[config.mk]
export PLATFORM = sky130hd
export DESIGN_NAME = count_sequence_monitor
export DESIGN_NICKNAME = d
export VERILOG_FILES = /design/src/rtl/count_mon_pkg.sv /design/src/rtl/count_sequence_monitor_gray_to_bin3.sv /design/src/rtl/count_sequence_monitor.sv
export SDC_FILE = /design/constraint.sdc
export NUM_CORES = 1
export LEC_CHECK = 0
export CAP_MARGIN = 20
export CORE_UTILIZATION = 24
export CTS_CLUSTER_DIAMETER = 100
export CTS_CLUSTER_SIZE = 40
export DETAILED_ROUTE_END_ITERATION = 16
export GPL_TIMING_DRIVEN = 0
export PLACE_DENSITY = 0.57
export SETUP_SLACK_MARGIN = 0.1
export SKIP_CTS_REPAIR_TIMING = 1
export SKIP_LAST_GASP = 1
export SYNTH_ARGS = -nofsm -noshare
export SYNTH_HDL_FRONTEND = slang
export SYNTH_SLANG_ARGS = --single-unit
[constraint.sdc]
create_clock -name Clk -period 1.8 [get_ports Clk]
set_input_delay 0.27 -clock Clk [delete_from_list [all_inputs] [get_ports Clk]]
set_output_delay 0.27 -clock Clk [all_outputs]
set_load 0.03 [all_outputs]
[src/rtl/count_mon_pkg.sv]
// count_mon_pkg
//   Shared definitions for the count sequence monitor:
//   - state_t   : monitor FSM states (SYNC, VERIFY, TRACK)
//   - MODE_BIN / MODE_GRAY : values of the counter mode input M
//   - gray2bin3 : 3-bit reflected Gray to binary conversion
package count_mon_pkg;

   typedef enum logic [1:0] {
      SYNC   = 2'd0,
      VERIFY = 2'd1,
      TRACK  = 2'd2
   } state_t;

   localparam logic MODE_BIN  = 1'b0;
   localparam logic MODE_GRAY = 1'b1;

   function automatic logic [2:0] gray2bin3(input logic [2:0] g);
      return {g[2], g[2] ^ g[1], g[2] ^ g[1] ^ g[0]};
   endfunction

endpackage

[src/rtl/count_sequence_monitor_gray_to_bin3.sv]
// gray_to_bin3
//   Purely combinational 3-bit reflected Gray to binary converter.
//   Ports:
//     gray  input  [2:0]  Gray-coded value
//     bin   output [2:0]  equivalent binary value
module gray_to_bin3
   import count_mon_pkg::*;
(
   input  logic [2:0] gray,
   output logic [2:0] bin
);

   always_comb begin
      bin = gray2bin3(gray);
   end

endmodule

[src/rtl/count_sequence_monitor.sv]
// count_sequence_monitor
//   Samples a 3-bit binary/Gray counter every rising Clk edge, decodes it to
//   a linear index and checks each sample against the legal successor of the
//   previous one. Reports lock status, sequence errors and completed laps.
//   Ports:
//     Clk       input             sampling clock (rising edge)
//     nReset    input             synchronous active-low reset
//     M         input             counter mode: 0 = binary, 1 = Gray
//     Count     input  [2:0]      counter value
//     Index     output [2:0]      decoded index of the last sample
//     Locked    output            tracking a verified sequence
//     SeqError  output            one-cycle pulse on an illegal step while locked
//     ErrCount  output [ERR_W-1:0] saturating count of SeqError pulses
//     Wrap      output            one-cycle pulse on a verified 7 -> 0 step
//     LapCount  output [LAP_W-1:0] wrapping count of Wrap pulses
module count_sequence_monitor
   import count_mon_pkg::*;
#(
   parameter int ERR_W = 8,
   parameter int LAP_W = 4
) (
   input  logic             Clk,
   input  logic             nReset,
   input  logic             M,
   input  logic [2:0]       Count,
   output logic [2:0]       Index,
   output logic             Locked,
   output logic             SeqError,
   output logic [ERR_W-1:0] ErrCount,
   output logic             Wrap,
   output logic [LAP_W-1:0] LapCount
);

   state_t     state, state_n;
   logic [2:0] prevIdx;
   logic       prevM;
   logic [1:0] goodRun, goodRun_n;
   logic [2:0] grayIdx, curIdx, expIdx;
   logic       legal;
   logic       locked_n, seqErr_n, wrap_n;

   gray_to_bin3 u_gray_to_bin3 (
      .gray (Count),
      .bin  (grayIdx)
   );

   always_comb begin
      curIdx    = (M == MODE_GRAY) ? grayIdx : Count;
      expIdx    = prevIdx + 3'd1;
      legal     = (curIdx == expIdx);
      state_n   = state;
      goodRun_n = goodRun;
      locked_n  = Locked;
      seqErr_n  = 1'b0;
      wrap_n    = 1'b0;

      // A mode change invalidates the reference in every state and wins over
      // the legal/illegal decision, so it never produces SeqError or Wrap.
      if (M != prevM) begin
         state_n   = VERIFY;
         goodRun_n = 2'd0;
         locked_n  = 1'b0;
      end else begin
         unique case (state)
            SYNC: begin
               state_n   = VERIFY;
               goodRun_n = 2'd0;
               locked_n  = 1'b0;
            end
            VERIFY: begin
               if (legal) begin
                  if (goodRun == 2'd1) begin
                     state_n   = TRACK;
                     goodRun_n = 2'd2;
                     locked_n  = 1'b1;
                  end else begin
                     goodRun_n = goodRun + 2'd1;
                  end
               end else begin
                  goodRun_n = 2'd0;
               end
            end
            TRACK: begin
               if (legal) begin
                  // Wrap keys off the previous decoded index so both modes
                  // register a lap on the same logical step.
                  wrap_n = (prevIdx == 3'd7);
               end else begin
                  seqErr_n  = 1'b1;
                  locked_n  = 1'b0;
                  state_n   = VERIFY;
                  goodRun_n = 2'd0;
               end
            end
            default: begin
               state_n   = SYNC;
               goodRun_n = 2'd0;
               locked_n  = 1'b0;
            end
         endcase
      end
   end

   always_ff @(posedge Clk) begin
      if (!nReset) begin
         state    <= SYNC;
         prevIdx  <= '0;
         prevM    <= MODE_BIN;
         goodRun  <= '0;
         Index    <= '0;
         Locked   <= 1'b0;
         SeqError <= 1'b0;
         Wrap     <= 1'b0;
         ErrCount <= '0;
         LapCount <= '0;
      end else begin
         state    <= state_n;
         prevIdx  <= curIdx;
         prevM    <= M;
         goodRun  <= goodRun_n;
         Index    <= curIdx;
         Locked   <= locked_n;
         SeqError <= seqErr_n;
         Wrap     <= wrap_n;
         if (seqErr_n && (ErrCount != '1)) begin
            ErrCount <= ErrCount + ERR_W'(1);
         end
         if (wrap_n) begin
            LapCount <= LapCount + LAP_W'(1);
         end
      end
   end

endmodule

# == Word-level counts from Yosys, hierarchy flattened ==
# Cells that the tools add are included.
# op_classes
reduce_logical,5
addsub,4
n_bitwise,3
n_mux,20
n_eq_ne,13
# op_table
op,count
$mux W2,7
$mux W1,10
$ne A3 B3 Y1 const B,3
$add A8 B1 Y8 const B,1
$ne A8 B8 Y1 const B,1
$ne A2 B2 Y1 const B,3
$pmux W2 S3,1
$reduce_and A3 Y1,2
$add A4 B1 Y4 const B,1
$eq A2 B1 Y1 const B,2
$pmux W2 S2,1
$add A3 B1 Y3 const B,1
$eq A3 B3 Y1,1
$eq A3 B3 Y1 const B,1
$add A2 B1 Y2 const B,1
$eq A2 B2 Y1 const B,1
$logic_not A2 Y1,1
$pmux W1 S2,1
$reduce_or A2 Y1,1
$xor A1 B1 Y1,2
$logic_and A1 B1 Y1,1
$ne A1 B1 Y1,1
$not A1 Y1,1
# totals
regBits,23
output_inout_bits,18
wordCells,55
in_bits,6

# == Depth between registers and ports, before layout ==
# Gate-level depths: netlist of run 1.
# logic_depth
word_depth,8
ltp_mapped,8
ltp_nobuf,7

# == Hierarchy ==
# From an unflattened synthesis of run 1, not the netlist that was laid out.
# hier_totals
hier_cells,123
area_unflattened_um2,1214.9
# modules_own_cells
mod,n_inst,seq_area_each_um2,cells_each,area_per_inst_um2
count_sequence_monitor,1,460.4,120,1174.9
gray_to_bin3,1,0.0,3,40.0

# == Worst setup path before layout of run 1 ==
# No wires, ideal clock.
# synth_timing
path_type,register to register
startpoint,register prevIdx[0]
endpoint,register LapCount[3]
period_less_slack_ns,2.128
setup_time_ns,0.123
arrival_time_ns,2.005
slack_ns,-0.328
required_time_ns,1.677
path_buffers,1
path_stages_with_launch,8
cell_sequence,dfxtp_1 > ha_1 > xor3_1 > a2bb2oi_2 > a21oi_4 > buf_2 > a31o_2 > a21oi_1
# synth_between
elab_chain_cells,5
word_cells_on_any_way,6
classes_between,1 x add/sub; 2 x eq/ne; 3 x mux
# synth_lines
item,line,text
"start, declared",count_sequence_monitor.sv:35,logic [2:0] prevIdx;
"start signal, assigned",count_sequence_monitor.sv:118,prevIdx <= curIdx;
$add A3 B1 Y3,count_sequence_monitor.sv:49,expIdx = prevIdx + 3'd1;
$eq A3 B3 Y1,count_sequence_monitor.sv:50,legal = (curIdx == expIdx);
$mux W1 (*),count_sequence_monitor.sv:84,if (legal) begin
$mux W1 (*),count_sequence_monitor.sv:64,unique case (state)
$mux W1 (*),count_sequence_monitor.sv:59,if (M != prevM) begin
"end signal, assigned",count_sequence_monitor.sv:129,LapCount <= LapCount + LAP_W'(1);
"end, declared",count_sequence_monitor.sv:31,output logic [LAP_W-1:0] LapCount
# Mark *: on every way between the ends. The rest lies on a longest branch, timed or not.
# A chain may end at the register's enable or synchronous reset.

# == Worst setup path in the final report of run 1 ==
# layout_timing
startpoint,register prevIdx[0]
endpoint,register ErrCount[3]
# layout_between
elab_chain_cells,6
# layout_lines
item,line,text
$add A3 B1 Y3,count_sequence_monitor.sv:49,
$eq A3 B3 Y1,count_sequence_monitor.sv:50,
$mux W1,count_sequence_monitor.sv:84,
$mux W1,count_sequence_monitor.sv:64,
$mux W1,count_sequence_monitor.sv:59,
$logic_and A1 B1 Y1,count_sequence_monitor.sv:125,if (seqErr_n && (ErrCount != '1)) begin
"end signal, assigned",count_sequence_monitor.sv:126,ErrCount <= ErrCount + ERR_W'(1);
"end, declared",count_sequence_monitor.sv:29,"output logic [ERR_W-1:0] ErrCount,"
# No other way between the ends.

==> results of run 1 <==
## final cells by class
type / count / area share
plain buffers: 5 / 0.0183
clock buffers: 4 / 0.0404
inverters: 4 / 0.00915
multi-input cells: 102 / 0.455
flip-flops and latches: 22 / 0.274
well taps: 52 / 0.0396
repair buffers: 26 / 0.164
## sequential cells by signal (all words and copies together), names as in the netlist
signal / flops
Locked: 1
ErrCount: 8
Wrap: 1
SeqError: 1
state: 1
prevM: 1
LapCount: 4
prevIdx: 3
goodRun: 2
## synth_stat cells (all sizes together), types with 3 or more instances
library cell | instances | share of area
a21oi | 9 | 0.049
and2 | 6 | 0.033
and3 | 4 | 0.022
clkbuf | 3 | 0.0098
dfxtp | 22 | 0.38
ha | 5 | 0.054
inv | 4 | 0.013
mux2i | 6 | 0.052
nand2 | 16 | 0.052
nand2b | 7 | 0.038
nand3 | 7 | 0.030
nand4 | 4 | 0.022
nor2 | 10 | 0.033
nor3 | 3 | 0.013
o21ai | 3 | 0.013
xor2 | 3 | 0.023
## metrics by stage
| stage | power (µW) | hold slack (ns) | setup TNS (ns) |
|---|---|---|---|
| final | 1090 | 0.274 | -0.0764 |
| after global routing | 1150 | 0.286 | -1.20 |
| after CTS | 1080 | 0.268 | -1.39 |
| after detailed placement | 661 | 0.480 | -5.98 |
| after global placement | 660 | 0.471 | -6.00 |
| after floorplan | 618 | 0.392 | 0 |
## how the worst max path moves through the flow
stage	depth (start not counted)	start	endpoint	slack [ns]
4_1_cts	7	Count[1]	Locked	-0.18
2_1_floorplan	6	prevIdx[0]	ErrCount[3]	0.03
3_5_place_dp	7	Count[1]	goodRun[0]	-0.44
3_3_place_gp	7	Count[1]	goodRun[1]	-0.45
6_report	6	prevIdx[0]	ErrCount[3]	-0.05
5_1_grt	8	prevIdx[0]	LapCount[2]	-0.10
## cells in the final DEF (no fill, tap or decap), types with 4 or more instances in the layout
| cell type | synthesis | routed |
|---|---|---|
| sky130_fd_sc_hd__nand2_1 | 16 | 15 |
| sky130_fd_sc_hd__and2_1 | 6 | 6 |
| sky130_fd_sc_hd__nand4_1 | 4 | 4 |
| sky130_fd_sc_hd__inv_1 | 4 | 4 |
| sky130_fd_sc_hd__clkdlybuf4s50_1 | 0 | 16 |
| sky130_fd_sc_hd__dfxtp_1 | 22 | 19 |
| sky130_fd_sc_hd__and3_1 | 4 | 4 |
| sky130_fd_sc_hd__a21oi_1 | 8 | 7 |
| sky130_fd_sc_hd__dlymetal6s2s_1 | 0 | 6 |
| sky130_fd_sc_hd__mux2i_1 | 6 | 6 |
| sky130_fd_sc_hd__buf_4 | 1 | 4 |
| sky130_fd_sc_hd__nand3_1 | 7 | 7 |
| sky130_fd_sc_hd__nor2_1 | 10 | 10 |
| sky130_fd_sc_hd__nand2b_1 | 7 | 7 |
## worst reg2reg max path: stages, from the launching register on
cell                        delay, ns
sky130_fd_sc_hd__dfxtp_4         0.36
sky130_fd_sc_hd__ha_4            0.24
sky130_fd_sc_hd__xor3_1          0.26
sky130_fd_sc_hd__a2bb2oi_4       0.20
sky130_fd_sc_hd__a21oi_4         0.08
sky130_fd_sc_hd__or4_1           0.49
sky130_fd_sc_hd__a21oi_1         0.15
## metal layers
metal | part of all wire | wire (µm) | vias to the layer above
met5 | 0 | 0 | -
met4 | 0.0045 | 11 | 0
met3 | 0.045 | 110 | 2
met2 | 0.44 | 1090 | 19
met1 | 0.51 | 1240 | 455
li1 | - | - | 531
## report_power, final
part	total, µW	internal, µW	switching [µW]	leakage [µW]
registers	502	494	8.06	0.000180
clock network	410	241	169	0.0000339
logic	182	88.6	93.0	0.000446
## kinds of logic (layout without fill, tap and decap cells)
kind of cell | after synthesis | in the layout
flops | 22 | 22
xor+xnor | 6 | 6
mux | 6 | 6
simple gates | 65 | 65
buf+inv | 9 | 39
fa+ha+maj | 5 | 5
compound gates | 20 | 20
==> results.txt, run 1 <==
By area, the combinational part of the netlist is dominated by simple AND/OR/NAND/NOR gates. The vias per cell came out at about 4.7. Subtracting the final worst setup slack from the clock period gives 1.85 ns. The final hold violation count is 0. The final design utilization came out at 0.367. For this run, global-route usage on met3 was measured as 0.0242. The post-synthesis instance area came out at 1150 µm². The insertion delay of the later-clocked pin in the worst-skew pair is 0.26 ns. The xor/xnor share of the synthesized area came out at 0.0588. The maximum number of buffers from clock root to sink came out at 2.

The worst setup slack before clock tree synthesis is -0.445 ns. The via count of the first global-routing pass is ~860. The die extent in x came out at ~71 µm.

The per-cell routed wire length is around 11 µm. The signal on the critical path passes through ha_4 > xor3_1 > a2bb2oi_4 > a21oi_4 > or4_1 > a21oi_1. Once placement completed, the tool counted placed cells totaling a little over 200. The number of levels the H-tree was split into is 1. The routing layer with the top usage in global route is met2. Registers take between 400 and 500 µm². Power spread over the standard cell area amounts to ~670 nW/µm². The worst setup path is of the reg2reg kind. The startpoint identified for the worst hold timing path is M. The initial core utilization is 0.257. The number of placement rows came out at 24. The top fanout value on the critical path is 8. The number of antenna diodes in the final layout is 0. The total wire length is ~2500 µm.

The max-slew violation total from the final report came out at 0. The floorplan step set the die height to between 70 and 80 µm. The count of boundary I/O pins is 24. The number of clock sinks is 22.

The buffering stage count on the worst path with inverters included is 0. The worst relative slew slack is 0.666. TritonCTS built the clock tree. The tree is rooted in a sky130_fd_sc_hd__clkbuf_8. Relative to the synthesized area, the layout overhead comes to 42.9%. The floorplan die area is approximately 5100 µm².

The first-pass GRT wire length is a little under 4000 µm. The post-synthesis instance total came out at 133. The endpoint identified for the worst register-to-register timing path is ErrCount[3]. The portion of synthesized area spent on multiplexers is 0.0523.

The post-route cell area came out at about 1600 µm². The worst setup path is launched from a register. The detailed-router iteration count before antenna repair came out at 6.

The share of synthesized cell area in and, or, nand and nor gates is 0.292. The total nets after synthesis came out at 144. Entering global routing, the biggest net connects 14 pins. The number of antenna violations at the first check in global routing is 0.

Setup violations remaining at the end of the flow were counted as 4. The number of warnings reported in the yosys synthesis log is 0. The congestion estimate from routability-driven global placement came to about 0.70. The worst endpoint required time came out at 2.00 ns.

In the routed design, unresolved DRC markers number 0. STA classifies the critical path endpoint as a register. The non-filler instance count after layout came out at 215. The critical register-to-register path startpoint is prevIdx[0]. On the final layout, the worst clock skew is slightly above 0.007 ns.

The number of DRC markers in iteration 0 is just over 60. The fraction of synthesis flops using an asynchronous set or reset pin is 0. The family of cells with the greatest summed delay on the critical path is simple AND/OR/NAND/NOR gates. The path class of the tightest hold or removal check is in2reg. The run finished, with violations left. The path with the worst hold slack has its endpoint at prevM. The final setup slack of the worst path is -0.0455 ns. The logic depth of the worst register-to-register path is 6. The peak supply drop came out at between 0.2 and 0.3 mV.

The number of nets with antenna violations after routing came out at 0. The analysis attributes to cell leakage a power of between 0.0006 and 0.0007 µW. The final-layout fill cell count came out at ~470.

The number of port buffers came out at 22. The total routing resource utilization after global routing came out at 0.0975. The flip-flop and latch count after synthesis is 22. The final layout contains around 180 nets.

The sequential-to-total area share from yosys stat is 0.383. The floorplan step defined a core boundary enclosing 4470 µm². The slowest stage of the critical path is the sky130_fd_sc_hd__or4_1 cell. Setup repair after global routing could not meet its margin everywhere. The overflow left after global routing is 0. The cell depth of the worst min-delay path came out at 2.

The synthesized-area fraction occupied by ao, oa, aoi and oai cells came to 0.125. The area of the multi-input gates is 747 µm². The achievable clock frequency came out at approximately 0.54 GHz. The routed layout has 1,007 vias. The highest cell delay on the worst timing path is ~0.49 ns. At the pin with the least slew margin, the transition time is 0.501 ns. After clock tree synthesis, the clock-pin slew on the worst setup and hold paths is approximately 0.09 ns.

The number of max-cap violations came out at 0. The adder and majority gate portion of the synthesized area came out at 0.0545. Among all flip-flop cells after synthesis, the most frequent one is sky130_fd_sc_hd__dfxtp_1. In this run the cell area measured after placement is between 1000 and 1500 µm². The detailed placer's ending HPWL came out at between 1500 and 2000 µm. The worst-case register-to-register setup slack is -0.05 ns. The met1 usage in global routing came out at 0.137.

The proportion of layout cells with a drive suffix above 1 is 0.160. The met2 layer usage reported by global route came out at 0.148. The synthesized area per cell came out at 8.64 µm². The final reports fail on setup timing. The number of synthesized flops with an enable pin is 0. The arrival time of the worst setup path is ~2.0 ns. The number of unique standard cell types used by synthesis came out at 34.

The number of buffers created by CTS is 3. The final critical-path share of the clock period came out at 1.03.
Power figures use the tool's default switching activity.
==> inputs of run 2 (changes only) <==
--- a/config.mk
+++ b/config.mk
@@ -8,7 +8,7 @@
 export CAP_MARGIN = 20
 export CORE_UTILIZATION = 24
 export CTS_CLUSTER_DIAMETER = 100
-export CTS_CLUSTER_SIZE = 40
+export CTS_CLUSTER_SIZE = 30
 export DETAILED_ROUTE_END_ITERATION = 16
 export GPL_TIMING_DRIVEN = 0
 export PLACE_DENSITY = 0.57
==> results of run 2 <==
Final layout, timing and power as in run 1 (identical DEF).
